**src/rtl/pipe_pkg.sv**
```systemverilog
// ---------------------------------------------------------------------------
// pipe_pkg
// Shared definitions for the skid-buffered pipeline stage:
//   - pipe_state_e : occupancy of the stage (EMPTY / ONE / TWO entries held)
//   - *_DEF        : default widths of the data bundle, control bundle and
//                    stall counter
//   - SLOT_MAIN / SLOT_SKID : indices of the two storage slots
// ---------------------------------------------------------------------------
package pipe_pkg;

    localparam int DATA_W_DEF = 96;
    localparam int CTRL_W_DEF = 8;
    localparam int CNT_W_DEF  = 16;

    // Slot indices. The main slot drives the stage outputs. The skid slot
    // catches the one transfer that arrives after downstream stalls.
    localparam int SLOT_MAIN = 0;
    localparam int SLOT_SKID = 1;
    localparam int NUM_SLOTS = 2;

    typedef enum logic [1:0] {
        EMPTY = 2'd0,
        ONE   = 2'd1,
        TWO   = 2'd2
    } pipe_state_e;

endpackage

```
**src/rtl/pipe_entry.sv**
```systemverilog
// ---------------------------------------------------------------------------
// pipe_entry
// One storage slot of the pipeline stage: a control bundle plus a data bundle.
//
// Ports:
//   clk          in   clock, rising edge
//   srst         in   synchronous active-high reset; zeroes ctrl and data
//   load_i       in   capture ctrl_i/data_i at the next edge
//   clear_ctrl_i in   zero the control bundle and keep the data. Wins over
//                     load_i, so a cleared slot never carries live control.
//   ctrl_i       in   control bundle to load
//   data_i       in   data bundle to load
//   ctrl_o       out  registered control bundle
//   data_o       out  registered data bundle
// ---------------------------------------------------------------------------
module pipe_entry
    import pipe_pkg::*;
#(
    parameter int CTRL_W = CTRL_W_DEF,
    parameter int DATA_W = DATA_W_DEF
) (
    input  logic              clk,
    input  logic              srst,
    input  logic              load_i,
    input  logic              clear_ctrl_i,
    input  logic [CTRL_W-1:0] ctrl_i,
    input  logic [DATA_W-1:0] data_i,
    output logic [CTRL_W-1:0] ctrl_o,
    output logic [DATA_W-1:0] data_o
);

    logic [CTRL_W-1:0] ctrl_q;
    logic [DATA_W-1:0] data_q;

    always_ff @(posedge clk) begin
        if (srst) begin
            ctrl_q <= '0;
            data_q <= '0;
        end else if (clear_ctrl_i) begin
            // Data is kept on purpose. Consumers ignore it while the
            // control bundle is zero.
            ctrl_q <= '0;
        end else if (load_i) begin
            ctrl_q <= ctrl_i;
            data_q <= data_i;
        end
    end

    assign ctrl_o = ctrl_q;
    assign data_o = data_q;

endmodule

```
**src/rtl/pipe_stage_skid.sv**
```systemverilog
// ---------------------------------------------------------------------------
// pipe_stage_skid
// Pipeline stage register with a valid/ready handshake, a one-entry skid
// buffer, a synchronous flush and a saturating stall counter.
//
// Ports:
//   Clk        in   clock, rising edge
//   Reset      in   synchronous active-high reset; takes priority over Flush
//   Flush      in   synchronous flush; empties the stage and keeps the data
//   InValid    in   upstream presents an entry
//   InReady    out  stage can accept. It depends only on state, Flush and
//                   Reset.
//   InCtrl     in   upstream control bundle
//   InData     in   upstream data bundle
//   OutValid   out  stage presents an entry (registered)
//   OutReady   in   downstream accepts
//   OutCtrl    out  registered control bundle; zero whenever OutValid=0
//   OutData    out  registered data bundle; holds its value when OutValid=0
//   StallCount out  saturating count of cycles with OutValid && !OutReady
// ---------------------------------------------------------------------------
module pipe_stage_skid
    import pipe_pkg::*;
#(
    parameter int DATA_W = DATA_W_DEF,
    parameter int CTRL_W = CTRL_W_DEF,
    parameter int CNT_W  = CNT_W_DEF
) (
    input  logic              Clk,
    input  logic              Reset,
    input  logic              Flush,
    input  logic              InValid,
    output logic              InReady,
    input  logic [CTRL_W-1:0] InCtrl,
    input  logic [DATA_W-1:0] InData,
    output logic              OutValid,
    input  logic              OutReady,
    output logic [CTRL_W-1:0] OutCtrl,
    output logic [DATA_W-1:0] OutData,
    output logic [CNT_W-1:0]  StallCount
);

    // -----------------------------------------------------------------------
    // State and handshake
    // -----------------------------------------------------------------------
    pipe_state_e state_q, state_d;

    // OutValid has its own register so that the output comes straight from a
    // flop and not from a decode of the state.
    logic out_valid_q, out_valid_d;

    logic in_ready;
    logic in_xfer;
    logic out_xfer;

    // Ready does not look at OutReady. The skid slot absorbs the one
    // transfer that can arrive in the cycle after downstream stalls.
    assign in_ready = (state_q != TWO) && !Flush && !Reset;
    assign in_xfer  = InValid && in_ready;
    assign out_xfer = out_valid_q && OutReady;

    // -----------------------------------------------------------------------
    // Slot control
    // -----------------------------------------------------------------------
    logic [NUM_SLOTS-1:0] slot_load;
    logic [NUM_SLOTS-1:0] slot_clr;
    logic                 main_from_skid;

    logic [CTRL_W-1:0] slot_ctrl_in  [NUM_SLOTS];
    logic [DATA_W-1:0] slot_data_in  [NUM_SLOTS];
    logic [CTRL_W-1:0] slot_ctrl_out [NUM_SLOTS];
    logic [DATA_W-1:0] slot_data_out [NUM_SLOTS];

    always_comb begin
        state_d        = state_q;
        slot_load      = '0;
        slot_clr       = '0;
        main_from_skid = 1'b0;

        unique case (state_q)
            EMPTY: begin
                if (in_xfer) begin
                    slot_load[SLOT_MAIN] = 1'b1;
                    state_d              = ONE;
                end
            end
            ONE: begin
                if (in_xfer && out_xfer) begin
                    // Streaming: replace the departing entry in place.
                    slot_load[SLOT_MAIN] = 1'b1;
                end else if (in_xfer) begin
                    slot_load[SLOT_SKID] = 1'b1;
                    state_d              = TWO;
                end else if (out_xfer) begin
                    slot_clr[SLOT_MAIN]  = 1'b1;
                    state_d              = EMPTY;
                end
            end
            TWO: begin
                // in_ready is low in TWO, so only the drain case exists.
                if (out_xfer) begin
                    slot_load[SLOT_MAIN] = 1'b1;
                    main_from_skid       = 1'b1;
                    slot_clr[SLOT_SKID]  = 1'b1;
                    state_d              = ONE;
                end
            end
            default: begin
                state_d = EMPTY;
            end
        endcase

        // Flush overrides every transition. Both slots lose their control
        // bundle and keep their data. A downstream transfer in the same cycle
        // has already seen the unchanged outputs and still completes.
        if (Flush) begin
            state_d   = EMPTY;
            slot_load = '0;
            slot_clr  = '1;
        end

        out_valid_d = (state_d != EMPTY);
    end

    always_ff @(posedge Clk) begin
        if (Reset) begin
            state_q     <= EMPTY;
            out_valid_q <= 1'b0;
        end else begin
            state_q     <= state_d;
            out_valid_q <= out_valid_d;
        end
    end

    // -----------------------------------------------------------------------
    // Storage slots. The main slot loads from the skid slot while draining
    // and from the upstream port otherwise. The skid slot only ever loads
    // from upstream.
    // -----------------------------------------------------------------------
    assign slot_ctrl_in[SLOT_MAIN] = main_from_skid ? slot_ctrl_out[SLOT_SKID] : InCtrl;
    assign slot_data_in[SLOT_MAIN] = main_from_skid ? slot_data_out[SLOT_SKID] : InData;
    assign slot_ctrl_in[SLOT_SKID] = InCtrl;
    assign slot_data_in[SLOT_SKID] = InData;

    generate
        for (genvar gi = 0; gi < NUM_SLOTS; gi++) begin : g_slot
            pipe_entry #(
                .CTRL_W (CTRL_W),
                .DATA_W (DATA_W)
            ) u_entry (
                .clk          (Clk),
                .srst         (Reset),
                .load_i       (slot_load[gi]),
                .clear_ctrl_i (slot_clr[gi]),
                .ctrl_i       (slot_ctrl_in[gi]),
                .data_i       (slot_data_in[gi]),
                .ctrl_o       (slot_ctrl_out[gi]),
                .data_o       (slot_data_out[gi])
            );
        end
    endgenerate

    // -----------------------------------------------------------------------
    // Stall counter. It saturates at all-ones and only Reset clears it.
    // -----------------------------------------------------------------------
    logic [CNT_W-1:0] stall_cnt_q, stall_cnt_d;

    always_comb begin
        stall_cnt_d = stall_cnt_q;
        if (out_valid_q && !OutReady && (stall_cnt_q != {CNT_W{1'b1}})) begin
            stall_cnt_d = stall_cnt_q + CNT_W'(1);
        end
    end

    always_ff @(posedge Clk) begin
        if (Reset) begin
            stall_cnt_q <= '0;
        end else begin
            stall_cnt_q <= stall_cnt_d;
        end
    end

    // -----------------------------------------------------------------------
    // Outputs
    // -----------------------------------------------------------------------
    assign InReady    = in_ready;
    assign OutValid   = out_valid_q;
    assign OutCtrl    = slot_ctrl_out[SLOT_MAIN];
    assign OutData    = slot_data_out[SLOT_MAIN];
    assign StallCount = stall_cnt_q;

endmodule

```
**config.mk**
```make
export PLATFORM = sky130hd
export DESIGN_NAME = pipe_stage_skid
export DESIGN_NICKNAME = d
export VERILOG_FILES = /design/src/rtl/pipe_pkg.sv /design/src/rtl/pipe_entry.sv /design/src/rtl/pipe_stage_skid.sv
export SDC_FILE = /design/constraint.sdc
export NUM_CORES = 1
export LEC_CHECK = 0
export BUFFER_PORTS_ARGS = -buffer_cell sky130_fd_sc_hd__buf_2
export CORE_ASPECT_RATIO = 1.75
export CORE_MARGIN = 3
export CORE_UTILIZATION = 55
export DETAILED_ROUTE_END_ITERATION = 8
export PLACE_DENSITY = 0.91
export SYNTH_ARGS = -nofsm -noshare
export SYNTH_HDL_FRONTEND = slang
export SYNTH_SLANG_ARGS = --single-unit
```
**constraint.sdc**
```tcl
create_clock -name Clk -period 3.6 [get_ports Clk]
set_input_delay 0.54 -clock Clk [delete_from_list [all_inputs] [get_ports Clk]]
set_output_delay 0.54 -clock Clk [all_outputs]
set_load 0.03 [all_outputs]
```
==> metrics.md <==
| Metric | Value |
|---|---|
| CP startpoint kind | `input port` |
| Hold Fails Final Rpt | `0` |
| # port buffers | `230` |
| RSZ-0062 raised after global routing | `no` |
| First-pass GRT wire length | `~42 mm` |
| Final slew viol count | `0` |
| Via density | `~6.0` |
| Cells along the critical path | `buf_6 -> nor2_1 -> and2_1 -> buf_2` |
| # DRC | `0` |
| Routed WL | `~27 mm` |
| Hold path startpoint | `InData[84]` |
| DR WL/cell | `approximately 17 um` |
| Worst-path maximum fanout | `between 100 and 150` |
| Die H | `179.2 um` |
| CTS tree | `done` |
| Htree depth | `1` |
| Layout cell share with drive strength beyond 1 | `21.49%` |
| Starting DRT DRC Count | `696` |
| Worst Setup SP | `Reset` |
| R2R Path Start | `state_q[1]` |
| Worst Hold Class | `input port to flop` |
| Rows | `62` |
| Syn Nets | `between 1000 and 1500` |
| Clock slew at reported path FFs | `0.06 ns` |
| Max VDD drop | `a little over 0.0004 V` |
| Int Power | `between 4 and 5 mW` |
| FFs w/ async S/R, synth | `0%` |
| Worst Path Required | `just over 3 ns` |
| Crit path kind | `input port to output port` |
| Detailed Place HPWL | `around 16 mm` |
| Sink Count | `227` |
| CTS Root Cell | `clkbuf_16` |
| Antenna cell count | `0` |
| Core ar. | `~17000 um^2` |
| Switch share | `between 20% and 30%` |
| Vias in the first global route | `8832` |
| Io pins | `about 230` |
| PwrDens | `about 490 nW/um^2` |
| Slowest cell on crit path | `buf_6` |
| Die ar. | `18820 um^2` |
| CP endpoint kind | `output port` |
| Fmax | `just over 0.4 GHz` |
| Antenna violations before repair | `1` |
| CTS Hold Bufs | `0` |
| Slew @ Worst Pin | `0.9806 ns` |
| Layout Nets | `1442` |
| Mapped Cells | `between 1000 and 1500` |
| Yosys warning count | `0` |
| Postcts setup bufs | `0` |
| Grt total ovfl | `0` |
| Gate power share | `between 10% and 20%` |
| Layout area overhead | `20.07%` |
| Most common cell after layout, fill and taps aside | `nand2_1` |
| Crit share post-route | `between 60% and 70%` |
| Initial Util | `roughly 57%` |
| Skew final | `roughly 0.007 ns` |
| Commonest cells after routing, fill and taps aside | `nand2_1 (318), buf_2 (229), dfxtp_1 (227), nor3_1 (110), a21oi_1 (108)` |
| Max_cap viols | `0` |
| Largest net degree at the start of global routing | `117` |
| Routed Antenna Nets | `0` |
| # placed instances | `1533` |
| Clock Latency Late Sink | `~0.48 ns` |
| Final setup viols | `0` |
| Sequential area share after synthesis | `approximately half` |
| Clock Path Buffers | `3` |
| Max stage delay on crit path | `between 0.6 and 0.7 ns` |
| Synthesized flop and latch total | `227` |
| Syn_area_per_cell | `approximately 8 um^2` |
| CP Data Arrival Time | `around 1.9 ns` |
| Mapped cell area | `around 9400 um^2` |
| Post-CTS resize count | `0` |
| DR pass1 iterations | `5` |
| Setup TNS | `0 ns` |
| Yosys cell types | `48` |
| Psw | `1.361 mW` |
| Sequential Power Share | `roughly 48%` |
| Via count | `~9500` |
| Most used flip-flop cell after synthesis | `dfxtp_1` |
| GRT Resource Usage Total | `between 20% and 30%` |
| Die X | `105.0 um` |
| Num CTS Buffers | `21` |
| Tmin final | `approximately 2.4 ns` |
| Clock power frac | `about two fifths` |
| Outcome | `completed` |
| Fillers | `1332` |
| Final std cells w/o fill | `about 1600` |
| Rel. slew slack | `about a third` |
| GP Congestion | `0.9001` |
| Leakage | `between 4 and 5 nW` |
| Number of synthesized flops with an enable pin | `0` |
[sequential cells by signal, summed over array words and instances, names as in the netlist]
name,count
g_slot.u_entry.data_o,192
state_q,2
OutValid,1
g_slot.u_entry.ctrl_o,16
StallCount,16
[cell usage after synthesis (2+ instances only)]
cell type	number	area (um^2)
a211oi_1	13	97.59
a21oi_1	108	540.5
a221o_1	2	20.02
a311oi_1	97	849.6
a31oi_1	4	25.02
and2_1	2	12.51
and3_1	4	25.02
buf_1	13	48.80
buf_2	24	120.1
buf_4	8	60.06
clkbuf_1	71	266.5
dfxtp_1	227	4544
inv_1	6	22.52
mux2_2	2	22.52
mux2i_1	8	80.08
nand2_1	318	1194
nand2b_1	3	18.77
nand3_1	103	515.5
nand4_1	3	18.77
nor2_1	10	37.54
nor2b_1	4	25.02
nor3_1	110	550.5
nor4_1	5	31.28
o21ai_0	2	10.01
o311ai_0	4	35.03
o31ai_1	2	15.01
o41ai_1	2	17.52
or2_2	2	12.51
or4_1	5	37.54
[path summary, 6_finish.rpt]
| path | end | slack, ns | cells past startpoint |
|---|---|---|---|
| setup / recovery | InReady | 1.19 | 4 |
| setup reg to reg | g_slot[0].u_entry.data_o[92] | 1.33 | 5 |
| hold reg to reg | g_slot[1].u_entry.data_o[31] | 0.45 | 2 |
| hold / removal | g_slot[1].u_entry.data_o[84] | 0.31 | 3 |
[per-stage QoR]
step,utilization [%],total power [mW],cell area (um^2),setup slack (ns),hold WS [ns]
detailed placement,63.94,3.249,10610,0.8430,0.4465
global route,68.22,5.680,11330,1.090,0.3038
CTS,68.22,5.527,11330,1.207,0.2988
global placement,63.94,3.236,10610,0.9238,0.4408
finish,68.22,5.498,11330,1.194,0.3142
floorplan,-,3.037,9433,1.383,0.4357
[final cells by class]
cell class	count	area, um^2	area share [%]
Clock buffer	27	578.1	5.104
Multi-Input combinational cell	832	4417	39.00
Tap cell	224	280.3	2.475
Timing Repair Buffer	244	1350	11.92
Clock inverter	9	133.9	1.182
Sequential cell	227	4544	40.12
Inverter	6	22.52	0.1989
[power by group through the flow]
stage | Sequential, mW | Clock [mW] | Combinational (mW)
2_1_floorplan | 2.82 | 0 | 0.219
3_3_place_gp | 2.69 | 0 | 0.545
3_5_place_dp | 2.69 | 0 | 0.557
4_1_cts | 2.64 | 2.33 | 0.562
5_1_grt | 2.64 | 2.43 | 0.607
6_report | 2.64 | 2.30 | 0.563
[routing by layer]
| metal | wire [um] | share of wire, % | global-route usage, % | vias up |
|---|---|---|---|---|
| met5 | 13 | 0.049 | 0 | - |
| met4 | 1285 | 4.8 | 14.01 | 2 |
| met3 | 2177 | 8.1 | 5.514 | 90 |
| met2 | 13700 | 51 | 46.73 | 453 |
| met1 | 9622 | 36 | 30.31 | 4412 |
| li1 | - | - | - | 4509 |
[critical path: cells and delay by family]
kind                   cells  cell delay [ns]
buffers and inverters      2             0.81
AND/OR/NAND/NOR            2             0.49
[cells by family after synthesis]
group	Yosys count	synth area share, %
AO/OA/AOI/OAI	242	17.81
XOR/XNOR	1	0.09287
adder cells (fa/ha/maj)	1	0.1326
buffers and inverters	122	5.492
flip-flops	227	48.18
multiplexers	10	1.088
AND/OR/NAND/NOR	578	27.21
(Power assumes the default switching activity.)
